### config.mk
export PLATFORM = sky130hd
export DESIGN_NAME = mem_bus_arbiter_flat
export DESIGN_NICKNAME = d
export VERILOG_FILES = /design/src/rtl/mem_bus_arbiter_if.sv /design/src/rtl/mem_bus_arbiter.sv /design/src/flat_wrapper.sv
export SDC_FILE = /design/constraint.sdc
export NUM_CORES = 1
export LEC_CHECK = 0
export ABC_AREA = 1
export ABC_CLOCK_PERIOD_IN_PS = 3800
export CAP_MARGIN = 0
export CORE_AREA = 2 2 141 143
export CTS_CLUSTER_SIZE = 16
export DETAILED_ROUTE_END_ITERATION = 8
export DIE_AREA = 0 0 143 145
export PLACE_DENSITY = 0.67
export RECOVER_POWER = 25
export SKIP_CTS_REPAIR_TIMING = 1
export SLEW_MARGIN = 20
export SYNTH_ARGS = -nofsm -noshare
export SYNTH_HDL_FRONTEND = slang
export SYNTH_SLANG_ARGS = --single-unit
### constraint.sdc
create_clock -name clk -period 3.8 [get_ports clk]
set_input_delay 0.95 -clock clk [delete_from_list [all_inputs] [get_ports clk]]
set_output_delay 0.95 -clock clk [all_outputs]
set_load 0.02 [all_outputs]
### src/rtl/mem_bus_arbiter_if.sv
// mem_bus_arbiter_if: bundles the flattened client-channel bus and the single
// main-memory bus seen by mem_bus_arbiter.
//   Channel side : ch_vis_signal, ch_vis_addr, ch_written_data, ch_data_type,
//                  ch_length (requests in); ch_data, ch_status (results out).
//                  Channel i occupies slice i of every ch_* vector.
//   Memory side  : mem_vis_signal, mem_vis_addr, mem_written_data,
//                  mem_data_type, mem_length (request out); mem_data,
//                  mem_status (response in).
//   grant_id     : channel currently owning memory.
// Modports: master = arbiter view, slave = clients + memory view.
interface mem_bus_arbiter_if #(
  parameter int ADDR_WIDTH         = 17,
  parameter int DATA_LEN           = 32,
  parameter int ENTRY_INDEX_SIZE   = 3,
  parameter int CHANNEL_NUM        = 4,
  parameter int CHANNEL_INDEX_SIZE = 2
) ();
  logic [2*CHANNEL_NUM-1:0]                    ch_vis_signal;
  logic [ADDR_WIDTH*CHANNEL_NUM-1:0]           ch_vis_addr;
  logic [DATA_LEN*CHANNEL_NUM-1:0]             ch_written_data;
  logic [3*CHANNEL_NUM-1:0]                    ch_data_type;
  logic [(ENTRY_INDEX_SIZE+1)*CHANNEL_NUM-1:0] ch_length;
  logic [DATA_LEN-1:0]                         ch_data;
  logic [2*CHANNEL_NUM-1:0]                    ch_status;

  logic [1:0]                                  mem_vis_signal;
  logic [ADDR_WIDTH-1:0]                       mem_vis_addr;
  logic [DATA_LEN-1:0]                         mem_written_data;
  logic [2:0]                                  mem_data_type;
  logic [ENTRY_INDEX_SIZE:0]                   mem_length;
  logic [DATA_LEN-1:0]                         mem_data;
  logic [1:0]                                  mem_status;

  logic [CHANNEL_INDEX_SIZE-1:0]               grant_id;

  modport master (
    input  ch_vis_signal, ch_vis_addr, ch_written_data, ch_data_type, ch_length,
    input  mem_data, mem_status,
    output ch_data, ch_status,
    output mem_vis_signal, mem_vis_addr, mem_written_data, mem_data_type, mem_length,
    output grant_id
  );

  modport slave (
    output ch_vis_signal, ch_vis_addr, ch_written_data, ch_data_type, ch_length,
    output mem_data, mem_status,
    input  ch_data, ch_status,
    input  mem_vis_signal, mem_vis_addr, mem_written_data, mem_data_type, mem_length,
    input  grant_id
  );
endinterface

### src/rtl/mem_bus_arbiter.sv
// mem_bus_arbiter: CHANNEL_NUM-way round-robin arbiter in front of main memory.
// One granted request at a time is forwarded to memory, held until memory
// reports FINISHED, and the result is returned to the owning channel with a
// one-cycle FINISHED status pulse. All outputs are registered.
// Ports:
//   clk  - clock
//   rst  - synchronous active-high reset
//   bus  - mem_bus_arbiter_if.master (channel requests/status, memory
//          request/response, grant_id)
// Build option:
//   MEM_ARB_CH0_PRIORITY_EN - when defined, channel 0 wins every arbitration
//   it takes part in without moving rr_ptr; channels 1..N-1 rotate among
//   themselves. Undefined: plain round-robin over all channels.
module mem_bus_arbiter #(
  parameter int ADDR_WIDTH         = 17,
  parameter int DATA_LEN           = 32,
  parameter int ENTRY_INDEX_SIZE   = 3,
  parameter int CHANNEL_NUM        = 4,
  parameter int CHANNEL_INDEX_SIZE = 2
) (
  input logic               clk,
  input logic               rst,
  mem_bus_arbiter_if.master bus
);
  localparam logic [1:0] ST_IDLE    = 2'd0;
  localparam logic [1:0] ST_WAIT    = 2'd1;
  localparam logic [1:0] ST_RESPOND = 2'd2;

  localparam logic [1:0] SIG_IDLE      = 2'b00;
  localparam logic [1:0] SIG_READ      = 2'b01;
  localparam logic [1:0] SIG_WRITE     = 2'b10;
  localparam logic [1:0] STAT_IDLE     = 2'b00;
  localparam logic [1:0] STAT_BUSY     = 2'b01;
  localparam logic [1:0] STAT_FINISHED = 2'b10;

  localparam int LEN_W = ENTRY_INDEX_SIZE + 1;
  localparam int CW    = CHANNEL_INDEX_SIZE + 1;

`ifdef MEM_ARB_CH0_PRIORITY_EN
  localparam bit CH0_PRIO = 1'b1;
`else
  localparam bit CH0_PRIO = 1'b0;
`endif

  logic [1:0]                    state;
  logic [CHANNEL_INDEX_SIZE-1:0] rr_ptr;

  logic [CHANNEL_NUM-1:0]        pending;
  logic                          found;
  logic [CHANNEL_INDEX_SIZE-1:0] winner;
  logic [CW-1:0]                 scan_sum;
  logic [CHANNEL_INDEX_SIZE-1:0] rr_next;

  logic [1:0]                    sel_sig;
  logic [ADDR_WIDTH-1:0]         sel_addr;
  logic [DATA_LEN-1:0]           sel_wdata;
  logic [2:0]                    sel_type;
  logic [LEN_W-1:0]              sel_len;

  logic [2*CHANNEL_NUM-1:0]      status_next;
  logic [CHANNEL_INDEX_SIZE-1:0] ci;
  logic                          mem_done;

  // Only READ and WRITE count as requests; reserved 11 behaves like IDLE.
  always_comb begin
    pending = '0;
    for (int unsigned i = 0; i < CHANNEL_NUM; i++) begin
      pending[i] = (bus.ch_vis_signal[2*i +: 2] == SIG_READ) ||
                   (bus.ch_vis_signal[2*i +: 2] == SIG_WRITE);
    end
  end

  // Scan from rr_ptr with wrap-around; first pending channel wins. In
  // priority mode channel 0 is decided up front and skipped by the scan.
  always_comb begin
    found    = 1'b0;
    winner   = '0;
    scan_sum = '0;
    if (CH0_PRIO && pending[0]) begin
      found = 1'b1;
    end
    for (int unsigned k = 0; k < CHANNEL_NUM; k++) begin
      scan_sum = {1'b0, rr_ptr} + CW'(k);
      if (scan_sum >= CW'(CHANNEL_NUM)) begin
        scan_sum = scan_sum - CW'(CHANNEL_NUM);
      end
      if (!found && pending[scan_sum[CHANNEL_INDEX_SIZE-1:0]] &&
          !(CH0_PRIO && scan_sum == '0)) begin
        found  = 1'b1;
        winner = scan_sum[CHANNEL_INDEX_SIZE-1:0];
      end
    end
  end

  always_comb begin
    if (winner == CHANNEL_INDEX_SIZE'(CHANNEL_NUM - 1)) begin
      rr_next = '0;
    end else begin
      rr_next = winner + 1'b1;
    end
  end

  // Winner's request fields.
  always_comb begin
    sel_sig   = SIG_IDLE;
    sel_addr  = '0;
    sel_wdata = '0;
    sel_type  = '0;
    sel_len   = '0;
    for (int unsigned i = 0; i < CHANNEL_NUM; i++) begin
      if (CHANNEL_INDEX_SIZE'(i) == winner) begin
        sel_sig   = bus.ch_vis_signal[2*i +: 2];
        sel_addr  = bus.ch_vis_addr[ADDR_WIDTH*i +: ADDR_WIDTH];
        sel_wdata = bus.ch_written_data[DATA_LEN*i +: DATA_LEN];
        sel_type  = bus.ch_data_type[3*i +: 3];
        sel_len   = bus.ch_length[LEN_W*i +: LEN_W];
      end
    end
  end

  assign mem_done = (state == ST_WAIT) && (bus.mem_status == STAT_FINISHED);

  // Status seen after the next edge: FINISHED for the owner entering RESPOND,
  // BUSY for the owner through WAIT (even if it dropped its request),
  // otherwise BUSY/IDLE from the live request.
  always_comb begin
    status_next = '0;
    ci          = '0;
    for (int unsigned i = 0; i < CHANNEL_NUM; i++) begin
      ci = CHANNEL_INDEX_SIZE'(i);
      if (mem_done && ci == bus.grant_id) begin
        status_next[2*i +: 2] = STAT_FINISHED;
      end else if (state == ST_IDLE && found && ci == winner) begin
        status_next[2*i +: 2] = STAT_BUSY;
      end else if (state == ST_WAIT && ci == bus.grant_id) begin
        status_next[2*i +: 2] = STAT_BUSY;
      end else if (pending[i]) begin
        status_next[2*i +: 2] = STAT_BUSY;
      end else begin
        status_next[2*i +: 2] = STAT_IDLE;
      end
    end
  end

  always_ff @(posedge clk) begin
    if (rst) begin
      state                <= ST_IDLE;
      rr_ptr               <= '0;
      bus.grant_id         <= '0;
      bus.mem_vis_signal   <= SIG_IDLE;
      bus.mem_vis_addr     <= '0;
      bus.mem_written_data <= '0;
      bus.mem_data_type    <= '0;
      bus.mem_length       <= '0;
      bus.ch_data          <= '0;
      bus.ch_status        <= '0;
    end else begin
      bus.ch_status <= status_next;
      case (state)
        ST_IDLE: begin
          if (found) begin
            bus.mem_vis_signal   <= sel_sig;
            bus.mem_vis_addr     <= sel_addr;
            bus.mem_written_data <= sel_wdata;
            bus.mem_data_type    <= sel_type;
            bus.mem_length       <= sel_len;
            bus.grant_id         <= winner;
            if (!(CH0_PRIO && winner == '0)) begin
              rr_ptr <= rr_next;
            end
            state <= ST_WAIT;
          end else begin
            bus.mem_vis_signal <= SIG_IDLE;
          end
        end
        ST_WAIT: begin
          if (mem_done) begin
            bus.ch_data        <= bus.mem_data;
            bus.mem_vis_signal <= SIG_IDLE;
            state              <= ST_RESPOND;
          end
        end
        ST_RESPOND: begin
          state <= ST_IDLE;
        end
        default: begin
          state <= ST_IDLE;
        end
      endcase
    end
  end
endmodule

### src/flat_wrapper.sv
// flat-port wrapper written by rule: the top's interface ports become plain ports
module mem_bus_arbiter_flat 
#(
  parameter int ADDR_WIDTH         = 17,
  parameter int DATA_LEN           = 32,
  parameter int ENTRY_INDEX_SIZE   = 3,
  parameter int CHANNEL_NUM        = 4,
  parameter int CHANNEL_INDEX_SIZE = 2
)
  (clk, rst, bus_ch_vis_signal, bus_ch_vis_addr, bus_ch_written_data, bus_ch_data_type, bus_ch_length, bus_mem_data, bus_mem_status, bus_ch_data, bus_ch_status, bus_mem_vis_signal, bus_mem_vis_addr, bus_mem_written_data, bus_mem_data_type, bus_mem_length, bus_grant_id);
  mem_bus_arbiter_if #(.ADDR_WIDTH(ADDR_WIDTH), .DATA_LEN(DATA_LEN), .ENTRY_INDEX_SIZE(ENTRY_INDEX_SIZE), .CHANNEL_NUM(CHANNEL_NUM), .CHANNEL_INDEX_SIZE(CHANNEL_INDEX_SIZE)) bus_i ();
  input logic clk;
  input logic rst;
  input wire logic [$bits(bus_i.ch_vis_signal)-1:0] bus_ch_vis_signal;
  input wire logic [$bits(bus_i.ch_vis_addr)-1:0] bus_ch_vis_addr;
  input wire logic [$bits(bus_i.ch_written_data)-1:0] bus_ch_written_data;
  input wire logic [$bits(bus_i.ch_data_type)-1:0] bus_ch_data_type;
  input wire logic [$bits(bus_i.ch_length)-1:0] bus_ch_length;
  input wire logic [$bits(bus_i.mem_data)-1:0] bus_mem_data;
  input wire logic [$bits(bus_i.mem_status)-1:0] bus_mem_status;
  output wire logic [$bits(bus_i.ch_data)-1:0] bus_ch_data;
  output wire logic [$bits(bus_i.ch_status)-1:0] bus_ch_status;
  output wire logic [$bits(bus_i.mem_vis_signal)-1:0] bus_mem_vis_signal;
  output wire logic [$bits(bus_i.mem_vis_addr)-1:0] bus_mem_vis_addr;
  output wire logic [$bits(bus_i.mem_written_data)-1:0] bus_mem_written_data;
  output wire logic [$bits(bus_i.mem_data_type)-1:0] bus_mem_data_type;
  output wire logic [$bits(bus_i.mem_length)-1:0] bus_mem_length;
  output wire logic [$bits(bus_i.grant_id)-1:0] bus_grant_id;
  assign bus_i.ch_vis_signal = bus_ch_vis_signal;
  assign bus_i.ch_vis_addr = bus_ch_vis_addr;
  assign bus_i.ch_written_data = bus_ch_written_data;
  assign bus_i.ch_data_type = bus_ch_data_type;
  assign bus_i.ch_length = bus_ch_length;
  assign bus_i.mem_data = bus_mem_data;
  assign bus_i.mem_status = bus_mem_status;
  assign bus_ch_data = bus_i.ch_data;
  assign bus_ch_status = bus_i.ch_status;
  assign bus_mem_vis_signal = bus_i.mem_vis_signal;
  assign bus_mem_vis_addr = bus_i.mem_vis_addr;
  assign bus_mem_written_data = bus_i.mem_written_data;
  assign bus_mem_data_type = bus_i.mem_data_type;
  assign bus_mem_length = bus_i.mem_length;
  assign bus_grant_id = bus_i.grant_id;
  mem_bus_arbiter #(.ADDR_WIDTH(ADDR_WIDTH), .DATA_LEN(DATA_LEN), .ENTRY_INDEX_SIZE(ENTRY_INDEX_SIZE), .CHANNEL_NUM(CHANNEL_NUM), .CHANNEL_INDEX_SIZE(CHANNEL_INDEX_SIZE)) u_core (.clk(clk), .rst(rst), .bus(bus_i));
endmodule
# Word level (Yosys, flattened, before mapping)

Cells that the tools add are included.

Add/subtract/negate cells: 8
$lt $le $gt $ge: 8
Eq/ne operators: 19
Multiplexer cells: 63
Reduce and logical (&&, ||, !) cells: 36

Operator list:

| operator                                                    | count |
|---|---|
| two-way mux 32 bit                                          | 4 |
| two-way mux 17 bit                                          | 4 |
| two-way mux 2 bit                                           | 29 |
| logical AND 1 bit                                           | 17 |
| two-way mux 4 bit                                           | 4 |
| equality test 2 bit (second input constant)                 | 6 |
| less-than comparator 2 x 3 -> 1 bit (second input constant) | 4 |
| two-way mux 1 bit                                           | 12 |
| two-way mux 3 bit                                           | 4 |
| equality test 2 x 1 -> 1 bit (second input constant)        | 5 |
| >= comparator 3 bit (second input constant)                 | 3 |
| binary-select mux 1 bit (select 2 bit)                      | 4 |
| equality test 2 bit (first input constant)                  | 4 |
| one-hot mux 2 bit (2 select lines)                          | 2 |
| AND reduction 2 bit                                         | 4 |
| OR reduction 2 bit                                          | 4 |
| subtractor 2 x 1 -> 2 bit (second input constant)           | 4 |
| adder 2 x 2 -> 3 bit (second input constant)                | 2 |
| logical NOT 2 bit                                           | 3 |
| equality test 1 x 2 -> 1 bit (first input constant)         | 2 |
| logical OR 1 bit                                            | 4 |
| inequality test 2 x 1 -> 1 bit (second input constant)      | 2 |
| adder 2 x 1 -> 3 bit (second input constant)                | 1 |
| >= comparator 2 x 3 -> 1 bit (second input constant)        | 1 |
| 3 further kinds                                             | 5 |

Register bits: 104
Input bits: 268
Output and inout bits: 100
Word-level logic and storage cells: 148

# Depth between registers and ports, before layout

Gate-level depths: netlist of the first run.

Depth in word-level cells: 21
Mapped depth: 22
Gate-level depth less buffers: 20

# Worst setup path before layout of the first run

Ideal clock, no wire load.

Kind: input port to flip-flop
From: input port bus_ch_vis_signal[2]
To: register u_core.bus.mem_data_type[0]
Library setup time: 116 ps
Arrival: 2882 ps
Required time: 3684 ps
Slack: 802 ps
Stages: 19
Buffers on the path: 2
Cell sequence: inv_1 > nand2_1 > nand3_1 > nand3_1 > nand2_2 > nand2_1 > o21ai_0 > inv_1 > nand2_1 > inv_1 > ha_1 > buf_2 > buf_1 > a21oi_1 > nand2_1 > o21ai_0 > o21ai_0 > o21ai_0 > nor2_1

Longest elaborated chain between the ends: 19
Elaborated cells on any way between the ends: 34
Classes of those cells: 5 x eq/ne; 20 x mux; 9 x reduce/logical

Ends and longest elaborated chain:

| item                                                                       | RTL line                                     | source |
|---|---|---|
| start: declaration                                                         | flat_wrapper.sv:14                           | `input wire logic [$bits(bus_i.ch_vis_signal)-1:0] bus_ch_vis_signal;` |
| equality test 2 x 1 -> 1 bit / equality test 2 bit (equally long branches) | mem_bus_arbiter.sv:68, mem_bus_arbiter.sv:69 |  |
| logical OR 1 bit (*)                                                       | mem_bus_arbiter.sv:68                        | `pending[i] = (bus.ch_vis_signal[2*i +: 2] == SIG_READ) \|\|` |
| binary-select mux 1 bit (select 2 bit)                                     | mem_bus_arbiter.sv:87                        | `if (!found && pending[scan_sum[CHANNEL_INDEX_SIZE-1:0]] &&` |
| two-way mux 1 bit (not written as such)                                    | mem_bus_arbiter.sv:87                        |  |
| two-way mux 1 bit                                                          | mem_bus_arbiter.sv:87                        |  |
| logical NOT 1 bit                                                          | mem_bus_arbiter.sv:87                        |  |
| logical AND 1 bit                                                          | mem_bus_arbiter.sv:87                        |  |
| two-way mux 1 bit                                                          | mem_bus_arbiter.sv:87                        |  |
| [... 2 more ...]                                                           | -                                            |  |
| two-way mux 1 bit                                                          | mem_bus_arbiter.sv:87                        |  |
| logical NOT 1 bit                                                          | mem_bus_arbiter.sv:87                        |  |
| logical AND 1 bit                                                          | mem_bus_arbiter.sv:87                        |  |
| two-way mux 2 bit (*)                                                      | mem_bus_arbiter.sv:87                        |  |
| named net u_core.winner[1]                                                 | mem_bus_arbiter.sv:50                        | `logic [CHANNEL_INDEX_SIZE-1:0] winner;` |
| logical NOT 2 bit                                                          | mem_bus_arbiter.sv:111                       | `if (CHANNEL_INDEX_SIZE'(i) == winner) begin` |
| two-way mux 3 bit (3 in a row)                                             | mem_bus_arbiter.sv:111                       |  |
| two-way mux 3 bit (*)                                                      | mem_bus_arbiter.sv:111                       |  |
| end signal: assignment                                                     | mem_bus_arbiter.sv:165                       | `bus.mem_data_type <= sel_type;` |
| end: declaration                                                           | mem_bus_arbiter_if.sv:40                     | `output mem_vis_signal, mem_vis_addr, mem_written_data, mem_data_type, mem_length,` |

The timed path passes the listed nets; every way through them passes the cells marked *. The select of a mux whose other input is x is not followed.
A chain may end at the register's enable or synchronous reset.

# Worst setup path in the final report of the first run

From: input port bus_ch_vis_signal[6]
To: register u_core.bus.mem_data_type[0]

The elaborated chain is that of the path after synthesis.

==> reports/metrics.yaml, run 1 <==
nets: 1536
synth_edf_count: 0
hold_depth: 2
clock_latency_ps: 360
grt_pass1_wl_um: 38900
post-synth-top-count-cell: "o21ai_0"
core-area_um2: 19200
clkSlewWorstSetupHoldPaths_ps: 80
fin_util_pct: 54.1
drt-total-wl_um: 25100
setup_viol: 0
criticalPathCategory: "input port to flip-flop"
finalClockSkew_ps: 15.6
drt_iter0_drc: 459
drc: 0
rsz0062_at_grt: "no"
syn_nets: 1208
maxSlewViolCount: 0
synthCells: 936
design_area_um2: 10400
antenna_found_initial: 1
period_minus_slack_ps: 3460
vias: 7396
p_total_mw: 8.72
syn_avg_cell_area_um2: 6.45
dr.pass1.iters: 6
die_w_um: 143
final.setup.tns_ps: 0
htree_levels: 3
status: "finished clean"
die_area_um2: 20700
p_per_area_nw_per_um2: 840
grt-ovfl-total: 0
num_io_pins: 368
ant_nets: 0
finalCritPeriodShare_pct: 91.0
maxSlewHeadroom_pct: 31.2
multi_input_area_um2: 3470
clock_sinks: 104
crit_path_start_kind: "input port"
numPlacedInstances: 1518
fin_hold_ws_ps: 466
min-delay-path-class: "flip-flop to flip-flop"
ir_drop_mv: 0.735
clk_path_buf_depth: 2
p_leak_nw: 4.30
synth_top_area_share_pct: 34.5
io_buffer_count: 367
grt_usage_pct: 23.9
yosysSeqAreaShare_pct: 34.5
required_ps: 4100
synthTopCellsByArea: "dfxtp_1 34%, o21ai_0 16%, nand2_1 11%, nor2_1 9.1%, nand3_1 5.9%"
fmax_mhz: 289
cp_slowest_stage_delay_ps: 520
fillCellCount: 1895
timing.final.hold_violations: 0
grt_pass1_vias: 7187
cp_max_fo: 28
drv_cap: 0
setup_ws_ps: 340
drive_above_1_share_pct: 8.90
critPathCaptureType: "flip-flop"
synthArstFlopShare_pct: 0
start_util_pct: 31.4
crit_arrival_ps: 3760
register_area_um2: 2080
ys_seq_elements: 104
instances_no_fill: 1535
chipHeight_um: 145
grt_start_max_net_pins: 75
syn_to_final_growth_pct: 72.0
reg2regPathDepth: 19
syn_area_um2: 6040
worst_pin_slew_ps: 1020
drt-wirelength-per-cell_um: 16.4
numCtsBuffers: 9
via_per_inst: 4.82
yosysUniqueCellTypes: 30
synth_common_cells: "197 x o21ai_0, 169 x nand2_1, 147 x nor2_1, 104 x dfxtp_1, 71 x nand3_1"
postPlaceCellArea_um2: 10000
place.gp.congestion: 0.932
slowest_stage: "clkdlybuf4s50_1"
pre_cts_ws_ps: -8.70
synth.largest_area_cell: "dfxtp_1"
ys.warnings.count: 0
cts_tree: "done"
place_hpwl_um: 18500
root_buffer: "clkbuf_16"
rows: 51
crit_top_cell: "nand2_1"
synthFlopType: "dfxtp_1"
cp_cell_sequence: "clkdlybuf4s50_1 > inv_1 > nand2_1 > nand3_1 > nand2_1 > nand2_1 > nand2_1 > nand2_1 > nand2_1 > nand2_1 > nand3_1 > inv_1 > ha_4 > inv_2 > buf_12 > buf_12 > nand3_1 > nand2_1 > o21ai_0 > o21ai_0 > o21ai_0 > nor2_1"
[cells in the final DEF, fill, tap and decap left out, types with 2 or more instances in the layout]
| master | instances |
|---|---|
| nor2_4 | 2 |
| nor3_1 | 2 |
| inv_1 | 20 |
| clkinv_8 | 2 |
| nand2_2 | 4 |
| nand2_1 | 169 |
| dfxtp_1 | 104 |
| nand3_2 | 2 |
| a21oi_1 | 66 |
| nor2_2 | 51 |
| inv_2 | 3 |
| nand3_1 | 71 |
| o21ai_0 | 197 |
| dlygate4sd3_1 | 49 |
| buf_4 | 8 |
| o21ai_1 | 10 |
| ha_4 | 2 |
| clkdlybuf4s50_1 | 318 |
| ha_2 | 2 |
| clkbuf_16 | 9 |
| inv_6 | 3 |
| nor2_1 | 146 |
| o22ai_1 | 2 |
| buf_12 | 17 |
[per-layer routing]
layer / vias up / GRT usage, % / wire [µm]
met5: - / 0 / 0
met4: 0 / 7.77 / 668
met3: 41 / 6.01 / 1510
met2: 234 / 40.6 / 12300
met1: 3368 / 29.3 / 10600
li1: 3753 / - / -
[worst paths after layout]
kind	start	to	slack [ps]
setup reg to reg	u_core.rr_ptr[0]$_SDFFE_PP0P_	u_core.bus.mem_data_type[0]$_SDFFE_PP0P_	800
hold reg to reg	u_core.bus.mem_vis_signal[1]$_SDFFE_PP0P_	u_core.bus.mem_vis_signal[1]$_SDFFE_PP0P_	470
hold / removal	u_core.bus.mem_vis_signal[1]$_SDFFE_PP0P_	u_core.bus.mem_vis_signal[1]$_SDFFE_PP0P_	470
setup / recovery	bus_ch_vis_signal[6]	u_core.bus.mem_data_type[0]$_SDFFE_PP0P_	340
[cell type report]
class,count,area share (%)
Antenna cell,1,0.0241
Clock buffer,9,2.17
Clock inverter,7,0.940
Inverter,25,0.928
Multi-Input combinational cell,732,33.5
Sequential cell,104,20.1
Tap cell,265,3.19
Timing Repair Buffer,392,39.2
[cell families (layout without fill, tap and decap cells)]
logic type / Yosys count / after routing / share of synthesized area (%)
adders and majority gates: 4 / 4 / 0.829
and+or+nand+nor: 450 / 450 / 32.7
xor gates and xnor gates: 2 / 2 / 0.539
AOI/OAI and AO/OA: 276 / 276 / 22.9
DFF: 104 / 104 / 34.5
other: 0 / 1 / 0
buffers and inverters: 100 / 433 / 8.52
[registers in the layout (all words and copies together), names as in the netlist, 3 cells and up]
register                     flops
u_core.bus.mem_length            4
u_core.bus.mem_data_type         3
u_core.bus.mem_written_data     32
u_core.bus.ch_data              32
u_core.bus.ch_status             8
u_core.bus.mem_vis_addr         17
[power by group]
part	total, mW	switching [mW]	internal (mW)
sequential	1.58	0.194	1.39
combinational	6.14	3.62	2.51
clock	1.00	0.473	0.531
[critical path, delay by kind of cell]
kind / cells / cell delay (ps)
compound gates: 3 / 340
simple gates: 12 / 1090
buf+inv: 6 / 1150
fa+ha+maj: 1 / 200
Note: power is estimated with default switching activity, not from simulation.
==> inputs of run 2 (changes only) <==
--- a/config.mk
+++ b/config.mk
@@ -12,7 +12,7 @@
 export CTS_CLUSTER_SIZE = 16
 export DETAILED_ROUTE_END_ITERATION = 8
 export DIE_AREA = 0 0 143 145
-export PLACE_DENSITY = 0.67
+export PLACE_DENSITY_LB_ADDON = 0.25
 export RECOVER_POWER = 25
 export SKIP_CTS_REPAIR_TIMING = 1
 export SLEW_MARGIN = 20
==> reports/metrics.yaml, run 2 (synthesis gave the netlist of run 1 again) <==
design_area_um2: 10400
finalClockSkew_ps: 9.39
grt_start_max_net_pins: 67
worst_pin_slew_ps: 969
num_io_pins: 368
core-area_um2: 19200
slowest_stage: "clkdlybuf4s50_1"
drt-wirelength-per-cell_um: 15.9
final.setup.tns_ps: 0
die_area_um2: 20700
grt_usage_pct: 23.1
place.gp.congestion: 0.873
pre_cts_ws_ps: 25.4
cts_tree: "done"
r2r-start: "u_core.rr_ptr[0]$_SDFFE_PP0P_"
numCtsBuffers: 9
root_buffer: "clkbuf_16"
clock_latency_ps: 360
hold_start: "u_core.bus.mem_vis_signal[1]$_SDFFE_PP0P_"
vias: 7355
timing.final.hold_violations: 0
clk_path_buf_depth: 2
required_ps: 4090
grt-ovfl-total: 0
cp_cell_sequence: "clkdlybuf4s50_1 > inv_1 > nand2_1 > nand2_1 > nand2_1 > nand3_2 > nand2_4 > nand2_1 > o21ai_0 > inv_1 > nand2_1 > inv_1 > ha_2 > inv_2 > buf_12 > nand3_1 > nand2_1 > o21ai_0 > o21ai_0 > o21ai_0 > nor2_1"
die_w_um: 143
fillCellCount: 1849
rows: 51
p_per_area_nw_per_um2: 841
crit_path_start_kind: "input port"
top_regs: "u_core.bus.ch_data (32), u_core.bus.mem_written_data (32), u_core.bus.mem_vis_addr (17)"
p_total_mw: 8.75
htree_levels: 3
cp_slowest_stage_delay_ps: 530
drv_cap: 0
grt_pass1_wl_um: 38000
final_cell_mix: "318 x clkdlybuf4s50_1, 197 x o21ai_0, 169 x nand2_1"
maxSlewViolCount: 0
diodes: 0
fmax_mhz: 287
grt_pass1_vias: 7033
critPathCaptureType: "flip-flop"
rsz0062_at_grt: "no"
setup.worst_path.start: "bus_ch_vis_signal[7]"
clkSlewWorstSetupHoldPaths_ps: 80
chipHeight_um: 145
status: "finished clean"
ir_drop_mv: 0.689
min-delay-path-class: "flip-flop to flip-flop"
drc: 0
start_util_pct: 31.4
drive_above_1_share_pct: 9.19
syn_to_final_growth_pct: 72.5
crit_arrival_ps: 3770
cp.depth: 21
fin_util_pct: 54.2
p_leak_nw: 4.32
postPlaceCellArea_um2: 10100
nets: 1540
ant_nets: 0
antenna_found_initial: 0
clock_sinks: 104
maxSlewHeadroom_pct: 35.0
reg2regPathDepth: 18
hold_depth: 2
setup_ws_ps: 320
crit_family: "buffers and inverters"
finalCritPeriodShare_pct: 91.6
crit_top_cell: "nand2_1"
drt-total-wl_um: 24400
place_hpwl_um: 18000
critical_path_buf_inv_count: 6
r2r_slack_ps: 840
criticalPathCategory: "input port to flip-flop"
io_buffer_count: 367
setup_viol: 0
layout_commonest_cell: "clkdlybuf4s50_1"
dr.pass1.iters: 7
period_minus_slack_ps: 3480
via_per_inst: 4.78
cp_max_fo: 28
drt_iter0_drc: 380
==> run 2: changes by cell type in the layout (fill, tap and decap cells not counted), sizes merged <==
cell   before  now
buf        25   29
diode       1    0
==> run 2: stage by stage <==
stage                     hold slack [ps]  std cells
final                                 476       1538
after global routing                  506       1538
after global placement                459       1522
after floorplan                       519        936
after CTS                             481       1538
after detailed placement              467       1522
==> run 2: worst paths after layout <==
check | endpoint
hold reg to reg | u_core.bus.mem_vis_signal[1]$_SDFFE_PP0P_
setup reg to reg | u_core.bus.mem_vis_addr[3]$_SDFFE_PP0P_
setup / recovery | u_core.bus.mem_vis_addr[3]$_SDFFE_PP0P_
hold / removal | u_core.bus.mem_vis_signal[1]$_SDFFE_PP0P_
==> run 2: layout make-up <==
cell class	instances	area [µm²]	area share [%]
Clock inverter	7	97.6	0.937
Clock buffer	9	225	2.16
Inverter	25	96.3	0.925
Tap cell	265	332	3.18
Sequential cell	104	2080	20.0
Multi-Input combinational cell	732	3460	33.3
Timing Repair Buffer	396	4120	39.5
==> run 2: power by group <==
group	total, mW	internal (mW)	switching [mW]
logic	6.14	2.57	3.57
clock network	1.02	0.534	0.487
registers	1.59	1.39	0.199
==> run 2: tightest hold or removal path: stages (launching register included) <==
cell and delay, ps:
dfxtp_1 310, nand2_1 60, a21oi_1 60
==> run 2: layer usage <==
| metal | GRT usage, % | routed length, µm |
|---|---|---|
| met5 | 0 | 0 |
| met4 | 7.77 | 576 |
| met3 | 5.41 | 1610 |
| met2 | 38.8 | 11900 |
| met1 | 28.8 | 10400 |
